===== config.mk =====
export PLATFORM = sky130hd
export DESIGN_NAME = mem_port_arbiter
export DESIGN_NICKNAME = d
export VERILOG_FILES = /design/src/rtl/mem_port_arbiter.sv
export SDC_FILE = /design/constraint.sdc
export NUM_CORES = 1
export LEC_CHECK = 0
export CAP_MARGIN = 25
export CORE_MARGIN = 4
export CORE_UTILIZATION = 54
export CTS_CLUSTER_SIZE = 20
export DETAILED_ROUTE_END_ITERATION = 8
export GPL_TIMING_DRIVEN = 0
export PLACE_DENSITY = 0.85
export SYNTH_ARGS = -nofsm -noshare
export SYNTH_HDL_FRONTEND = slang
export SYNTH_SLANG_ARGS = --single-unit

===== constraint.sdc =====
create_clock -name clk -period 7.91 [get_ports clk]
set_clock_uncertainty 0.1 [all_clocks]
set_input_delay 1.582 -clock clk [delete_from_list [all_inputs] [get_ports clk]]
set_output_delay 1.582 -clock clk [all_outputs]
set_load 0.01 [all_outputs]

===== src/rtl/mem_port_arbiter.sv =====
// ----------------------------------------------------------------------------
// mem_port_arbiter
//   Shares one byte-wide synchronous RAM port between instruction fetch (IF)
//   and the load/store stage (MEM). Each 1/2/4-byte access is serialised into
//   byte cycles; read bytes are assembled little-endian. The owner of a
//   transaction gets a one-cycle done pulse.
//
// Ports
//   clk, rst          clock (rising edge), synchronous active-high reset
//   flush             cancels an in-flight IF result; blocks IF grant in IDLE
//   if_req/if_addr    IF word-read request, held until if_done or flush
//   if_done/if_rdata  IF completion pulse and fetched word
//   mem_req/mem_we/mem_len/mem_addr/mem_wdata
//                     MEM request (len 00 byte, 01 half, 1x word)
//   mem_done/mem_rdata MEM completion pulse and zero-extended load data
//   ram_a/ram_dout/ram_wr  registered RAM address, write byte, write enable
//   ram_din           RAM read byte, valid one cycle after its address
//   busy              transaction in progress (state != IDLE)
//
// States
//   IDLE   | arbitration; MEM has priority over IF
//   RD     | drive read address addr+k, capture byte k-1
//   RDLAST | address held, capture final byte, publish rdata
//   WR     | drive write address addr+k and byte k
//   DONE   | one-cycle done pulse, always returns to IDLE
// ----------------------------------------------------------------------------
module mem_port_arbiter #(
    parameter int ADDR_W = 32
) (
    input  logic              clk,
    input  logic              rst,
    input  logic              flush,
    input  logic              if_req,
    input  logic [ADDR_W-1:0] if_addr,
    output logic              if_done,
    output logic [31:0]       if_rdata,
    input  logic              mem_req,
    input  logic              mem_we,
    input  logic [1:0]        mem_len,
    input  logic [ADDR_W-1:0] mem_addr,
    input  logic [31:0]       mem_wdata,
    output logic              mem_done,
    output logic [31:0]       mem_rdata,
    output logic [ADDR_W-1:0] ram_a,
    output logic [7:0]        ram_dout,
    output logic              ram_wr,
    input  logic [7:0]        ram_din,
    output logic              busy
);

    typedef enum logic [2:0] {
        IDLE   = 3'd0,
        RD     = 3'd1,
        RDLAST = 3'd2,
        WR     = 3'd3,
        DONE   = 3'd4
    } state_t;

    state_t            state_q;
    logic              own_if_q;
    logic [1:0]        last_q;
    logic [1:0]        cnt_q;
    logic [ADDR_W-1:0] addr_q;
    logic [31:0]       wdata_q;
    logic [31:0]       buf_q;
    logic              flushed_q;
    logic              if_done_q;
    logic              mem_done_q;
    logic [31:0]       if_rdata_q;
    logic [31:0]       mem_rdata_q;
    logic [ADDR_W-1:0] ram_a_q;
    logic [7:0]        ram_dout_q;
    logic              ram_wr_q;

    logic [1:0]        cnt_nxt_d;
    logic [1:0]        cnt_prv_d;
    logic [ADDR_W-1:0] addr_nxt_d;
    logic [31:0]       final_d;
    logic [1:0]        len_last_d;
    logic              if_cancel_d;

    assign cnt_nxt_d  = cnt_q + 2'd1;
    assign cnt_prv_d  = cnt_q - 2'd1;
    // Address arithmetic wraps naturally at ADDR_W bits.
    assign addr_nxt_d = addr_q + ADDR_W'(cnt_nxt_d);

    // Index of the last byte (N-1); length code 11 is treated as a word.
    always_comb begin
        len_last_d = 2'd3;
        case (mem_len)
            2'b00:   len_last_d = 2'd0;
            2'b01:   len_last_d = 2'd1;
            default: len_last_d = 2'd3;
        endcase
    end

    // In RDLAST the final byte arrives on ram_din; merge it into its lane.
    always_comb begin
        final_d = buf_q;
        final_d[{cnt_q, 3'b000} +: 8] = ram_din;
    end

    assign if_cancel_d = flushed_q | flush;

    always_ff @(posedge clk) begin
        if (rst) begin
            state_q     <= IDLE;
            own_if_q    <= 1'b0;
            last_q      <= 2'd0;
            cnt_q       <= 2'd0;
            addr_q      <= '0;
            wdata_q     <= 32'd0;
            buf_q       <= 32'd0;
            flushed_q   <= 1'b0;
            if_done_q   <= 1'b0;
            mem_done_q  <= 1'b0;
            if_rdata_q  <= 32'd0;
            mem_rdata_q <= 32'd0;
            ram_a_q     <= '0;
            ram_dout_q  <= 8'd0;
            ram_wr_q    <= 1'b0;
        end else begin
            if_done_q  <= 1'b0;
            mem_done_q <= 1'b0;
            ram_wr_q   <= 1'b0;

            if (state_q != IDLE && own_if_q && flush) begin
                flushed_q <= 1'b1;
            end

            case (state_q)
                IDLE: begin
                    if (mem_req) begin
                        own_if_q  <= 1'b0;
                        last_q    <= len_last_d;
                        addr_q    <= mem_addr;
                        wdata_q   <= mem_wdata;
                        cnt_q     <= 2'd0;
                        buf_q     <= 32'd0;
                        flushed_q <= 1'b0;
                        ram_a_q   <= mem_addr;
                        if (mem_we) begin
                            ram_wr_q   <= 1'b1;
                            ram_dout_q <= mem_wdata[7:0];
                            state_q    <= WR;
                        end else begin
                            state_q <= RD;
                        end
                    end else if (if_req && !flush) begin
                        own_if_q  <= 1'b1;
                        last_q    <= 2'd3;
                        addr_q    <= if_addr;
                        cnt_q     <= 2'd0;
                        buf_q     <= 32'd0;
                        flushed_q <= 1'b0;
                        ram_a_q   <= if_addr;
                        state_q   <= RD;
                    end
                end
                RD: begin
                    // Byte k-1 arrives while address k is being driven.
                    if (cnt_q != 2'd0) begin
                        buf_q[{cnt_prv_d, 3'b000} +: 8] <= ram_din;
                    end
                    if (cnt_q == last_q) begin
                        state_q <= RDLAST;
                    end else begin
                        cnt_q   <= cnt_nxt_d;
                        ram_a_q <= addr_nxt_d;
                    end
                end
                RDLAST: begin
                    buf_q   <= final_d;
                    state_q <= DONE;
                    if (own_if_q) begin
                        if (!if_cancel_d) begin
                            if_rdata_q <= final_d;
                            if_done_q  <= 1'b1;
                        end
                    end else begin
                        mem_rdata_q <= final_d;
                        mem_done_q  <= 1'b1;
                    end
                end
                WR: begin
                    // Writes are only ever owned by MEM.
                    if (cnt_q == last_q) begin
                        mem_done_q <= 1'b1;
                        state_q    <= DONE;
                    end else begin
                        cnt_q      <= cnt_nxt_d;
                        ram_a_q    <= addr_nxt_d;
                        ram_dout_q <= wdata_q[{cnt_nxt_d, 3'b000} +: 8];
                        ram_wr_q   <= 1'b1;
                    end
                end
                DONE: begin
                    state_q <= IDLE;
                end
                default: begin
                    state_q <= IDLE;
                end
            endcase
        end
    end

    // A flush arriving in the DONE cycle itself still cancels the IF pulse.
    assign if_done   = if_done_q & ~flush;
    assign mem_done  = mem_done_q;
    assign if_rdata  = if_rdata_q;
    assign mem_rdata = mem_rdata_q;
    assign ram_a     = ram_a_q;
    assign ram_dout  = ram_dout_q;
    assign ram_wr    = ram_wr_q;
    assign busy      = (state_q != IDLE);

endmodule

==> results of run 1 <==
==> state kept, by name, indices dropped and copies added, names as in the netlist, 2 cells and up <==
name       flops
last_q         2
wdata_q       32
ram_a         32
if_rdata      32
state_q        3
mem_rdata     32
cnt_q          2
addr_q        32
ram_dout       8
buf_q         32
==> worst paths after layout <==
check	startpoint	endpoint	slack, ns	cells after the start
max reg2reg	cnt_q[0]$_SDFFE_PP0P_	ram_a[30]$_SDFFE_PP0P_	4.30	9
max	flush	if_done	3.46	3
min	ram_a[8]$_SDFFE_PP0P_	ram_a[8]$_SDFFE_PP0P_	0.35	2
min reg2reg	ram_a[8]$_SDFFE_PP0P_	ram_a[8]$_SDFFE_PP0P_	0.35	2
==> layout by cell type (no fill, tap or decap), types with 8 or more instances in the layout <==
cell	instances
nand2_1	133
buf_2	14
clkbuf_1	61
dfxtp_1	212
a211oi_1	83
a22oi_1	12
a22o_1	13
o211ai_1	10
o21ai_0	22
clkbuf_16	23
mux4_2	8
xor2_1	21
clkdlybuf4s50_1	219
nor3_1	13
nor2b_1	40
nand3_1	21
ha_1	8
inv_1	8
buf_1	8
a21oi_1	96
nor2_1	157
o2bb2ai_1	12
a311oi_1	10
mux2i_1	31
a31oi_1	18
==> metal layers <==
metal	vias up	global-route usage, %	part of all wire [%]
met2	570	49.1	47
met3	96	5.56	11
li1	4459	-	-
met1	4457	39.7	39
met4	2	11.7	3.7
met5	-	0	0.026
==> power groups by stage <==
stage | Combinational [uW] | Sequential, uW | Clock [uW]
floorplan | 444 | 1310 | 0
global placement | 810 | 1290 | 0
detailed placement | 827 | 1300 | 0
CTS | 837 | 1280 | 1020
global route | 913 | 1300 | 1070
finish | 848 | 1280 | 1020
==> logic make-up after synthesis <==
family / count (synthesis)
xor gates and xnor gates: 27
buffers and inverters: 92
AOI/OAI and AO/OA: 310
DFF: 212
and+or+nand+nor: 417
adders and majority gates: 9
muxes: 39
==> through the flow <==
step           hold slack (ns)  util (%)  power (uW)  instances
5_1_grt                  0.366      73.5        3280       1589
3_5_place_dp             0.347      69.4        2130       1550
2_1_floorplan            0.333         -        1760       1106
4_1_cts                  0.356      73.5        3140       1589
3_3_place_gp             0.339      69.4        2100       1550
6_report                 0.354      73.6        3150       1590
==> critical path, cell delays in order <==
cell             delay [ns]
clkdlybuf4s50_1        0.50
nor2b_1                0.14
clkdlybuf4s50_1        0.55
==> layout make-up <==
type | count | area share, %
Clock inverter | 6 | 0.451
Inverter | 8 | 0.235
Buffer | 84 | 2.99
Timing Repair Buffer | 219 | 17.2
Tap cell | 225 | 2.21
Multi-Input combinational cell | 802 | 38.6
Antenna cell | 1 | 0.0196
Sequential cell | 212 | 33.2
Clock buffer | 33 | 5.12
==> metrics.md, run 1 <==
| Metric | Value |
|---|---|
| Largest net degree at the start of global routing | `14` |
| CTS tree | `yes` |
| Die Y | `141 um` |
| Crit start category | `input port` |
| Number of synthesized register bits | `212` |
| Hold-fix buffers at CTS | `0` |
| Dominant cell type by area after synthesis | `dfxtp_1` |
| YS warnings | `0` |
| Post-DP HPWL | `22800 um` |
| Via density | `6.03` |
| Seq/Total Area, Yosys | `44.3%` |
| Post-CTS Setup Inserts | `0` |
| Largest family of logic cells by synthesized area | `compound AO/OA/AOI/OAI gates` |
| Synth Area in Compound Gates | `21.8%` |
| DR pass1 iterations | `7` |
| Yosys top cell area share | `44.3%` |
| Total die area | `19900 sq um` |
| Leak | `0.00458 uW` |
| Avg WL per Cell | `19.5 um` |
| Final setup fails | `0` |
| Setup_tns | `0 ns` |
| Initial DRC Count | `1070` |
| Worst relative slew slack | `33.1%` |
| Worst Max-Slew Pin Slew | `1.00 ns` |
| Placement Rows | `48` |
| Number of port buffers | `219` |
| Design area | `12800 sq um` |
| Final Cycle Share | `56.3%` |
| Power Density | `247 nW/um^2` |
| WP data required | `6.23 ns` |
| # IOs | `220` |
| Status | `complete, no violations` |
| Power Internal | `2150 uW` |
| Total CTS buffers | `22` |
| RD Place Congestion | `0.959` |
| Period minus WS final | `4.45 ns` |
| Fin. Hold Viols | `0` |
| Syn Nets | `1227` |
| Clock Latency Late Sink | `0.50 ns` |
| Post-Synth XOR/XNOR Area | `2.47%` |
| Sink Count | `212` |
| Layout cells sized above 1 | `5.87%` |
| Syn Inst Count | `1106` |
| Combinational Power Share | `26.9%` |
| Detailed-route DRC error count | `0` |
| Yosys cell types | `62` |
| Initial antenna violation count | `1` |
| RSZ-0062 raised after global routing | `false` |
| Core area | `17400 sq um` |
| Syn avg cell area | `8.66 sq um` |
| Post-synthesis simple-gate area fraction | `20.7%` |
| ANT nets after route | `0` |
| Drt total wl | `31000 um` |
| Clock share of power | `32.4%` |
| Placement Setup Slack | `3.45 ns` |
| Post-CTS Resized | `0` |
| Achievable frequency | `225 MHz` |
| H-tree levels | `1` |
| P_sw | `1000 uW` |
| Starting Density | `55.2%` |
| Most frequent cell after synthesis | `dfxtp_1` |
| Post-synth ARST share | `0%` |
| Global router's overall resource usage | `30.1%` |
| Sequential share of power | `40.7%` |
| Tightest Hold Check Type | `reg2reg` |
| Crit end category | `output port` |
| Maxcap violations | `0` |
| Mux contribution to synthesized area | `5.12%` |
| Clock slew at reported path FFs | `0.06 ns` |
| CTS Buffer Depth | `3` |
| Layout Area Growth over Synthesis | `33.3%` |
| Max-slew violation count | `0` |
| Synthesized cell area | `9580 sq um` |
| CP Max Fanout | `4` |
| Post-synth top cells | `212 x dfxtp_1, 157 x nor2_1, 133 x nand2_1, 96 x a21oi_1, 83 x a211oi_1` |
| # fillers | `1285` |
| Worst EP arrival | `2.77 ns` |
| Number of global-route vias before repair | `9273` |
| WS Path Type | `in2out` |
| Synth Area in Adders | `1.25%` |
| Vias after detailed routing | `9584` |
| CTS root buf | `clkbuf_16` |
| Multi-input combinational cell area | `4920 sq um` |
| Die Width | `141 um` |
| Final nets | `1470` |
| First-pass GRT wire length | `48800 um` |
| Switch share | `31.8%` |
| Top post-synthesis cells by area | `dfxtp_1 44%, a211oi_1 6.5%, nor2_1 6.2%` |
| Placement Cell Area | `12100 sq um` |
| Register area | `4240 sq um` |
| Ys flop type | `dfxtp_1` |
| Worst VDD drop | `176 uV` |
| Setup WS post-layout | `3.46 ns` |
| EDFF count, synth | `0` |
| Global route overflow | `0` |
Power figures use the tool's default switching activity.
==> inputs of run 2 (changes only) <==
--- a/config.mk
+++ b/config.mk
@@ -7,11 +7,11 @@
 export LEC_CHECK = 0
 export CAP_MARGIN = 25
 export CORE_MARGIN = 4
-export CORE_UTILIZATION = 54
+export CORE_UTILIZATION = 51
 export CTS_CLUSTER_SIZE = 20
 export DETAILED_ROUTE_END_ITERATION = 8
 export GPL_TIMING_DRIVEN = 0
-export PLACE_DENSITY = 0.85
+export PLACE_DENSITY = 0.81
 export SYNTH_ARGS = -nofsm -noshare
 export SYNTH_HDL_FRONTEND = slang
 export SYNTH_SLANG_ARGS = --single-unit
==> constraint.sdc (replaced) <==
create_clock -name clk -period 4.3 [get_ports clk]
set_clock_uncertainty 0.1 [all_clocks]
set_input_delay 0.86 -clock clk [delete_from_list [all_inputs] [get_ports clk]]
set_output_delay 0.86 -clock clk [all_outputs]
set_load 0.01 [all_outputs]
==> metrics.md, run 2 (same netlist as run 1, synthesis figures left out) <==
| Metric | Value |
|---|---|
| RSZ-0062 raised after global routing | `false (unchanged)` |
| Largest net degree at the start of global routing | `14 (unchanged)` |
| Switch share | `31.4% (was 31.8%)` |
| Drt total wl | `30900 um (was 31000 um)` |
| H-tree levels | `1 (unchanged)` |
| Initial DRC Count | `1008 (was 1070)` |
| Fin. Hold Viols | `0 (unchanged)` |
| Post-CTS Resized | `0 (unchanged)` |
| Status | `complete, no violations (unchanged)` |
| # IOs | `220 (unchanged)` |
| Slowest CP cell | `nor4_2 (was clkdlybuf4s50_1)` |
| Period minus WS final | `3.60 ns` |
| Post-CTS Setup Inserts | `0 (unchanged)` |
| CTS tree | `yes (unchanged)` |
| Worst relative slew slack | `31.6% (was 33.1%)` |
| Maxcap violations | `0 (unchanged)` |
| Leak | `0.00459 uW (was 0.00458 uW)` |
| WL met3 | `2830 um (was 3260 um)` |
| Vias after detailed routing | `9416 (was 9584)` |
| Hold path cells | `2 (unchanged)` |
| Tightest Hold Check Type | `reg2reg (unchanged)` |
| CP Buf/Inv Count | `4 (was 2)` |
| Crit end category | `flop (was output port)` |
| Layout cells sized above 1 | `5.93% (was 5.87%)` |
| Register-to-register setup slack | `0.70 ns (was 4.30 ns)` |
| N_diodes | `0 (was 1)` |
| Number of global-route vias before repair | `9045 (was 9273)` |
| Global route overflow | `0 (unchanged)` |
| Total die area | `21000 sq um (was 19900 sq um)` |
| CP max stage delay | `0.80 ns (was 0.55 ns)` |
| Starting Density | `52.6% (was 55.2%)` |
| Power Internal | `4040 uW (was 2150 uW)` |
| Most numerous cell on the critical path | `inv_1 (was clkdlybuf4s50_1)` |
| Wl on met1 | `12900 um (was 12200 um)` |
| ANT nets after route | `0 (unchanged)` |
| Sequential share of power | `40.0% (was 40.7%)` |
| Layout Area Growth over Synthesis | `33.8% (was 33.3%)` |
| Post-DP HPWL | `22600 um (was 22800 um)` |
| Max-slew violation count | `0 (unchanged)` |
| WP data required | `4.65 ns (was 6.23 ns)` |
| Detailed-route DRC error count | `0 (unchanged)` |
| Cell depth of the worst flop-to-flop path | `9 (unchanged)` |
| Combinational Power Share | `26.3% (was 26.9%)` |
| Achievable frequency | `278 MHz` |
| Commonest non-fill, non-tap cell in the layout | `clkdlybuf4s50_1 (unchanged)` |
| Global router's overall resource usage | `27.8% (was 30.1%)` |
| Sink Count | `212 (unchanged)` |
| Initial antenna violation count | `0 (was 1)` |
| Via density | `5.90 (was 6.03)` |
| Hold Crit Start | `wdata_q[4]$_SDFFE_PP0P_ (was ram_a[8]$_SDFFE_PP0P_)` |
| First-pass GRT wire length | `48600 um (was 48800 um)` |
| Number of port buffers | `219 (unchanged)` |
| Clock Latency Late Sink | `0.51 ns (was 0.50 ns)` |
| Hold-fix buffers at CTS | `0 (unchanged)` |
| Reg-to-Reg End | `buf_q[19]$_SDFFE_PP0P_ (was ram_a[30]$_SDFFE_PP0P_)` |
| Crit start category | `flop (was input port)` |
| CP Max Fanout | `10 (was 4)` |
| Clock share of power | `33.7% (was 32.4%)` |
| Most frequent cells in the layout | `219 x clkdlybuf4s50_1, 212 x dfxtp_1, 157 x nor2_1 (unchanged)` |
| Setup_tns | `0 ns (unchanged)` |
| Crit-path cells | `clkbuf_1, inv_1, ha_1, buf_2, inv_1, nor4_2, a21oi_1, nor3b_2, a22o_1 (was clkdlybuf4s50_1, nor2b_1, clkdlybuf4s50_1)` |
| DR pass1 iterations | `5 (was 7)` |
| Cell Count Post-Placement | `1554 (was 1550)` |
| Crit-path leading delay family | `simple AND/OR/NAND/NOR gates (was buffers and inverters)` |
| Final Cycle Share | `83.8%` |
| Clock slew at reported path FFs | `0.06 ns (about the same)` |
| Avg WL per Cell | `19.4 um (was 19.5 um)` |
| CTS root buf | `clkbuf_16 (unchanged)` |
| WHS Endpoint | `wdata_q[4]$_SDFFE_PP0P_ (was ram_a[8]$_SDFFE_PP0P_)` |
| Non-filler instance count after layout | `1595 (was 1590)` |
| RD Place Congestion | `0.955 (was 0.959)` |
| Worst VDD drop | `358 uV (was 176 uV)` |
| WS Path Type | `reg2reg (was in2out)` |
| Met2 routed WL | `14100 um (was 14400 um)` |
| Die Width | `145 um (was 141 um)` |
| Startpoint of the worst register-to-register path | `cnt_q[0]$_SDFFE_PP0P_ (unchanged)` |
| CTS Buffer Depth | `3 (unchanged)` |
| Total CTS buffers | `23 (was 22)` |
| Die Y | `145 um (was 141 um)` |
| Core area | `18200 sq um (was 17400 sq um)` |
| Power Density | `460 nW/um^2 (was 247 nW/um^2)` |
| Worst EP arrival | `3.95 ns (was 2.77 ns)` |
| Final setup fails | `0 (unchanged)` |
| Final nets | `1472 (was 1470)` |
| P_sw | `1850 uW (was 1000 uW)` |
| Top layer in use | `met4 (was met5)` |
| Placement Rows | `49 (was 48)` |
| Worst Max-Slew Pin Slew | `1.02 ns (was 1.00 ns)` |
-- run 2: cell count changes in the layout (fill, tap and decap cells not counted), sizes merged --
cell      previous run  this run
bufinv               1         2
diode                1         0
clkinv               4         1
clkbuf              88        91
clkinvlp             1         2
-- run 2: worst max-delay path by stage --
| stage | from | endpoint | slack, ns | cells past startpoint |
|---|---|---|---|---|
| finish | cnt_q[0]$_SDFFE_PP0P_ | buf_q[19]$_SDFFE_PP0P_ | 0.70 | 9 |
| global route | cnt_q[0]$_SDFFE_PP0P_ | buf_q[19]$_SDFFE_PP0P_ | 0.50 | 9 |
| CTS | cnt_q[0]$_SDFFE_PP0P_ | ram_a[26]$_SDFFE_PP0P_ | 0.75 | 9 |
| detailed placement | mem_req | addr_q[20]$_SDFFE_PP0P_ | 0.57 | 7 |
| global placement | mem_req | addr_q[6]$_SDFFE_PP0P_ | 0.59 | 7 |
| floorplan | cnt_q[0]$_SDFFE_PP0P_ | ram_a[26]$_SDFFE_PP0P_ | 1.46 | 9 |
-- run 2: final cells by class --
| class | count | area [sq um] |
|---|---|---|
| Clock buffer | 35 | 671 |
| Clock inverter | 5 | 80.1 |
| Sequential cell | 212 | 4240 |
| Buffer | 84 | 382 |
| Fill cell | 1459 | 5390 |
| Multi-Input combinational cell | 802 | 4920 |
| Timing Repair Buffer | 220 | 2200 |
| Tap cell | 229 | 287 |
| Inverter | 8 | 30.0 |
-- run 2: per-stage QoR --
stage | setup slack, ns | util, % | instance area, sq um | power, uW | hold WS (ns)
6_report | 0.697 | 70.4 | 12800 | 5890 | 0.356
5_1_grt | 0.495 | 70.4 | 12800 | 6130 | 0.371
4_1_cts | 0.752 | 70.3 | 12800 | 5870 | 0.353
3_5_place_dp | 0.574 | 66.2 | 12100 | 3910 | 0.343
3_3_place_gp | 0.589 | 66.2 | 12100 | 3880 | 0.339
2_1_floorplan | 1.46 | - | 9580 | 3230 | 0.333
-- run 2: power by group through the flow --
stage / registers, uW / clock network, uW / logic, uW
final: 2350 / 1980 / 1550
after global routing: 2380 / 2070 / 1680
after CTS: 2350 / 1990 / 1530
after detailed placement: 2390 / 0 / 1520
after global placement: 2380 / 0 / 1500
after floorplan: 2410 / 0 / 816
-- run 2: worst min-delay path: stages (launching register included) --
cell and delay (ns):
dfxtp_1 0.31, nand2_1 0.05, a21oi_1 0.05
-- run 2: per-layer routing --
layer | GRT usage (%) | vias to the layer above
met1 | 36.6 | 4400
met3 | 6.55 | 84
met2 | 46.1 | 478
met5 | 0 | -
li1 | - | 4454
met4 | 8.21 | 0
==> inputs of run 3 (changes only) <==
--- a/config.mk
+++ b/config.mk
@@ -7,11 +7,11 @@
 export LEC_CHECK = 0
 export CAP_MARGIN = 25
 export CORE_MARGIN = 4
-export CORE_UTILIZATION = 51
+export CORE_UTILIZATION = 46
 export CTS_CLUSTER_SIZE = 20
 export DETAILED_ROUTE_END_ITERATION = 8
 export GPL_TIMING_DRIVEN = 0
-export PLACE_DENSITY = 0.81
+export PLACE_DENSITY = 0.77
 export SYNTH_ARGS = -nofsm -noshare
 export SYNTH_HDL_FRONTEND = slang
 export SYNTH_SLANG_ARGS = --single-unit
==> constraint.sdc (replaced) <==
create_clock -name clk -period 3.2 [get_ports clk]
set_clock_uncertainty 0.1 [all_clocks]
set_input_delay 0.64 -clock clk [delete_from_list [all_inputs] [get_ports clk]]
set_output_delay 0.64 -clock clk [all_outputs]
set_load 0.01 [all_outputs]
==> metrics.md, run 3 (same netlist as run 1, synthesis figures left out) <==
| Metric | Value |
|---|---|
| Cell depth of the worst flop-to-flop path | `10 (was 9)` |
| Placement Rows | `52 (was 49)` |
| Commonest non-fill, non-tap cell in the layout | `clkdlybuf4s50_1 (unchanged)` |
| Tightest Hold Check Type | `reg2reg (unchanged)` |
| Slowest CP cell | `dfxtp_1 (was nor4_2)` |
| Drt total wl | `31100 um (was 30900 um)` |
| # IOs | `220 (unchanged)` |
| Crit-path cells | `buf_4, inv_1, ha_1, fa_1, nand4_1, nor4_4, buf_4, nand3_2, xor2_1, a2111oi_2 (was clkbuf_1, inv_1, ha_1, buf_2, inv_1, nor4_2, a21oi_1, nor3b_2, a22o_1)` |
| Global route overflow | `0 (unchanged)` |
| Status | `complete, no violations (unchanged)` |
| CTS tree | `yes (unchanged)` |
| Clock slew at reported path FFs | `0.06 ns (about the same)` |
| Design Power | `8040 uW (was 5890 uW)` |
| Crit start category | `flop (unchanged)` |
| Crit-path leading delay family | `simple AND/OR/NAND/NOR gates (unchanged)` |
| CTS root buf | `clkbuf_16 (unchanged)` |
| Worst relative slew slack | `37.9% (was 31.6%)` |
| Maxcap violations | `0 (unchanged)` |
| Max-slew violation count | `0 (unchanged)` |
| Period minus WS final | `3.03 ns (was 3.60 ns)` |
| Final Cycle Share | `94.7% (was 83.8%)` |
| Worst Hold Slack | `0.351 ns (was 0.356 ns)` |
| N_diodes | `0 (unchanged)` |
| Hold path cells | `2 (unchanged)` |
| RSZ-0062 raised after global routing | `false (unchanged)` |
| Clock Latency Late Sink | `0.51 ns (about the same)` |
| Crit end category | `flop (unchanged)` |
| Initial DRC Count | `901 (was 1008)` |
| ANT nets after route | `0 (unchanged)` |
| Total die area | `23200 sq um (was 21000 sq um)` |
| WS Path Type | `reg2reg (unchanged)` |
| Starting Density | `47.0% (was 52.6%)` |
| DR pass1 iterations | `5 (unchanged)` |
| Layout Area Growth over Synthesis | `35.6% (was 33.8%)` |
| Placement Cell Area | `12100 sq um (about the same)` |
| Via density | `5.73 (was 5.90)` |
| Worst VDD drop | `435 uV (was 358 uV)` |
| Core area | `20400 sq um (was 18200 sq um)` |
| Total CTS buffers | `22 (was 23)` |
| CP Max Fanout | `10 (unchanged)` |
| Number of port buffers | `219 (unchanged)` |
| # fillers | `1719 (was 1459)` |
| Sink Count | `212 (unchanged)` |
| Most numerous cell on the critical path | `buf_4 (was inv_1)` |
| Number of global-route vias before repair | `9069 (was 9045)` |
| Global router's overall resource usage | `25.6% (was 27.8%)` |
| First-pass GRT wire length | `49000 um (was 48600 um)` |
| Worst EP arrival | `3.34 ns (was 3.95 ns)` |
| Power Density | `619 nW/um^2 (was 460 nW/um^2)` |
| Die Width | `152 um (was 145 um)` |
| Detailed-route DRC error count | `0 (unchanged)` |
| Worst Max-Slew Pin Slew | `0.928 ns (was 1.02 ns)` |
| Leak | `0.00466 uW (was 0.00459 uW)` |
| Layout cells sized above 1 | `6.87% (was 5.93%)` |
| Most frequent cells in the layout | `219 x clkdlybuf4s50_1, 212 x dfxtp_1, 156 x nor2_1 (was 219 x clkdlybuf4s50_1, 212 x dfxtp_1, 157 x nor2_1)` |
| Avg WL per Cell | `19.0 um (was 19.4 um)` |
| H-tree levels | `1 (unchanged)` |
| Die Y | `152 um (was 145 um)` |
| Fin. Hold Viols | `0 (unchanged)` |
| RD Place Congestion | `0.942 (was 0.955)` |
| CP max stage delay | `0.44 ns (was 0.80 ns)` |
| Design area | `13000 sq um (was 12800 sq um)` |
| Final setup fails | `0 (unchanged)` |
| Vias after detailed routing | `9398 (was 9416)` |
| Worst path depth | `10 (was 9)` |
| Achievable frequency | `330 MHz (was 278 MHz)` |
| CTS Buffer Depth | `3 (unchanged)` |
| Post-DP HPWL | `22800 um (was 22600 um)` |
| Largest net degree at the start of global routing | `14 (unchanged)` |
| Final nets | `1475 (was 1472)` |
| Hold-fix buffers at CTS | `0 (unchanged)` |
| WP data required | `3.51 ns (was 4.65 ns)` |
| CP Buf/Inv Count | `3 (was 4)` |
| Initial antenna violation count | `0 (unchanged)` |
==> run 3: changes by cell type in the layout (fill, tap and decap cells not counted), moves of 2 or more <==
cell        change
clkbuf_8        +6
buf_4           +6
clkbuf_1        -6
nor4_4          +2
clkinvlp_4      -2
nor4_2          -2
==> run 3: through the flow <==
| step | util (%) | std cells | TNS, ns | setup slack (ns) |
|---|---|---|---|---|
| floorplan | - | 1106 | 0 | 0.365 |
| global placement | 59.5 | 1595 | -4.90 | -0.216 |
| detailed placement | 59.5 | 1595 | -6.79 | -0.273 |
| CTS | 63.6 | 1637 | 0 | 0.101 |
| global route | 63.8 | 1639 | 0 | 0.0137 |
| finish | 63.8 | 1639 | 0 | 0.168 |
==> run 3: area by class of cell <==
cell class	instances	area, sq um	share of cell area [%]
Multi-Input combinational cell	802	4960	38.2
Sequential cell	212	4240	32.7
Timing Repair Buffer	224	2230	17.2
Clock buffer	36	734	5.66
Buffer	84	385	2.97
Tap cell	270	338	2.60
Clock inverter	3	65.1	0.501
Inverter	8	30.0	0.231
==> run 3: worst paths after layout <==
| check | startpoint | endpoint | slack (ns) |
|---|---|---|---|
| setup / recovery | cnt_q[0]$_SDFFE_PP0P_ | ram_a[26]$_SDFFE_PP0P_ | 0.17 |
| hold / removal | ram_a[0]$_SDFFE_PP0P_ | ram_a[0]$_SDFFE_PP0P_ | 0.35 |
| hold reg to reg | ram_a[0]$_SDFFE_PP0P_ | ram_a[0]$_SDFFE_PP0P_ | 0.35 |
| setup reg to reg | cnt_q[0]$_SDFFE_PP0P_ | ram_a[26]$_SDFFE_PP0P_ | 0.17 |
==> run 3: worst register-to-register path, cell delays in order, from the launching register on <==
cell	delay (ns)
dfxtp_1	0.44
buf_4	0.23
inv_1	0.12
ha_1	0.37
fa_1	0.27
nand4_1	0.25
nor4_4	0.33
buf_4	0.21
nand3_2	0.10
xor2_1	0.18
a2111oi_2	0.34
==> run 3: report_power, final <==
group	total [uW]	leakage, uW	switching, uW	internal [uW]
Sequential	3160	0.00173	226	2940
Combinational	2100	0.00253	1210	890
Clock	2770	0.000397	1060	1720
Total	8040	0.00466	2490	5550
==> run 3: per-layer routing <==
metal,share of wire (%),GRT usage [%]
met3,9.1,4.80
met4,3.2,8.01
met1,42,34.4
met5,0,0
met2,46,41.8
==> run 3: what timing repair did <==
| action | in CTS | in global routing |
|---|---|---|
| pin swaps | 1 | 2 |
| buffers inserted | 3 | 2 |
| gates resized for setup | 4 | 6 |
| endpoints found under the setup margin | 49 | 47 |
| hold endpoints to repair | 0 | 0 |
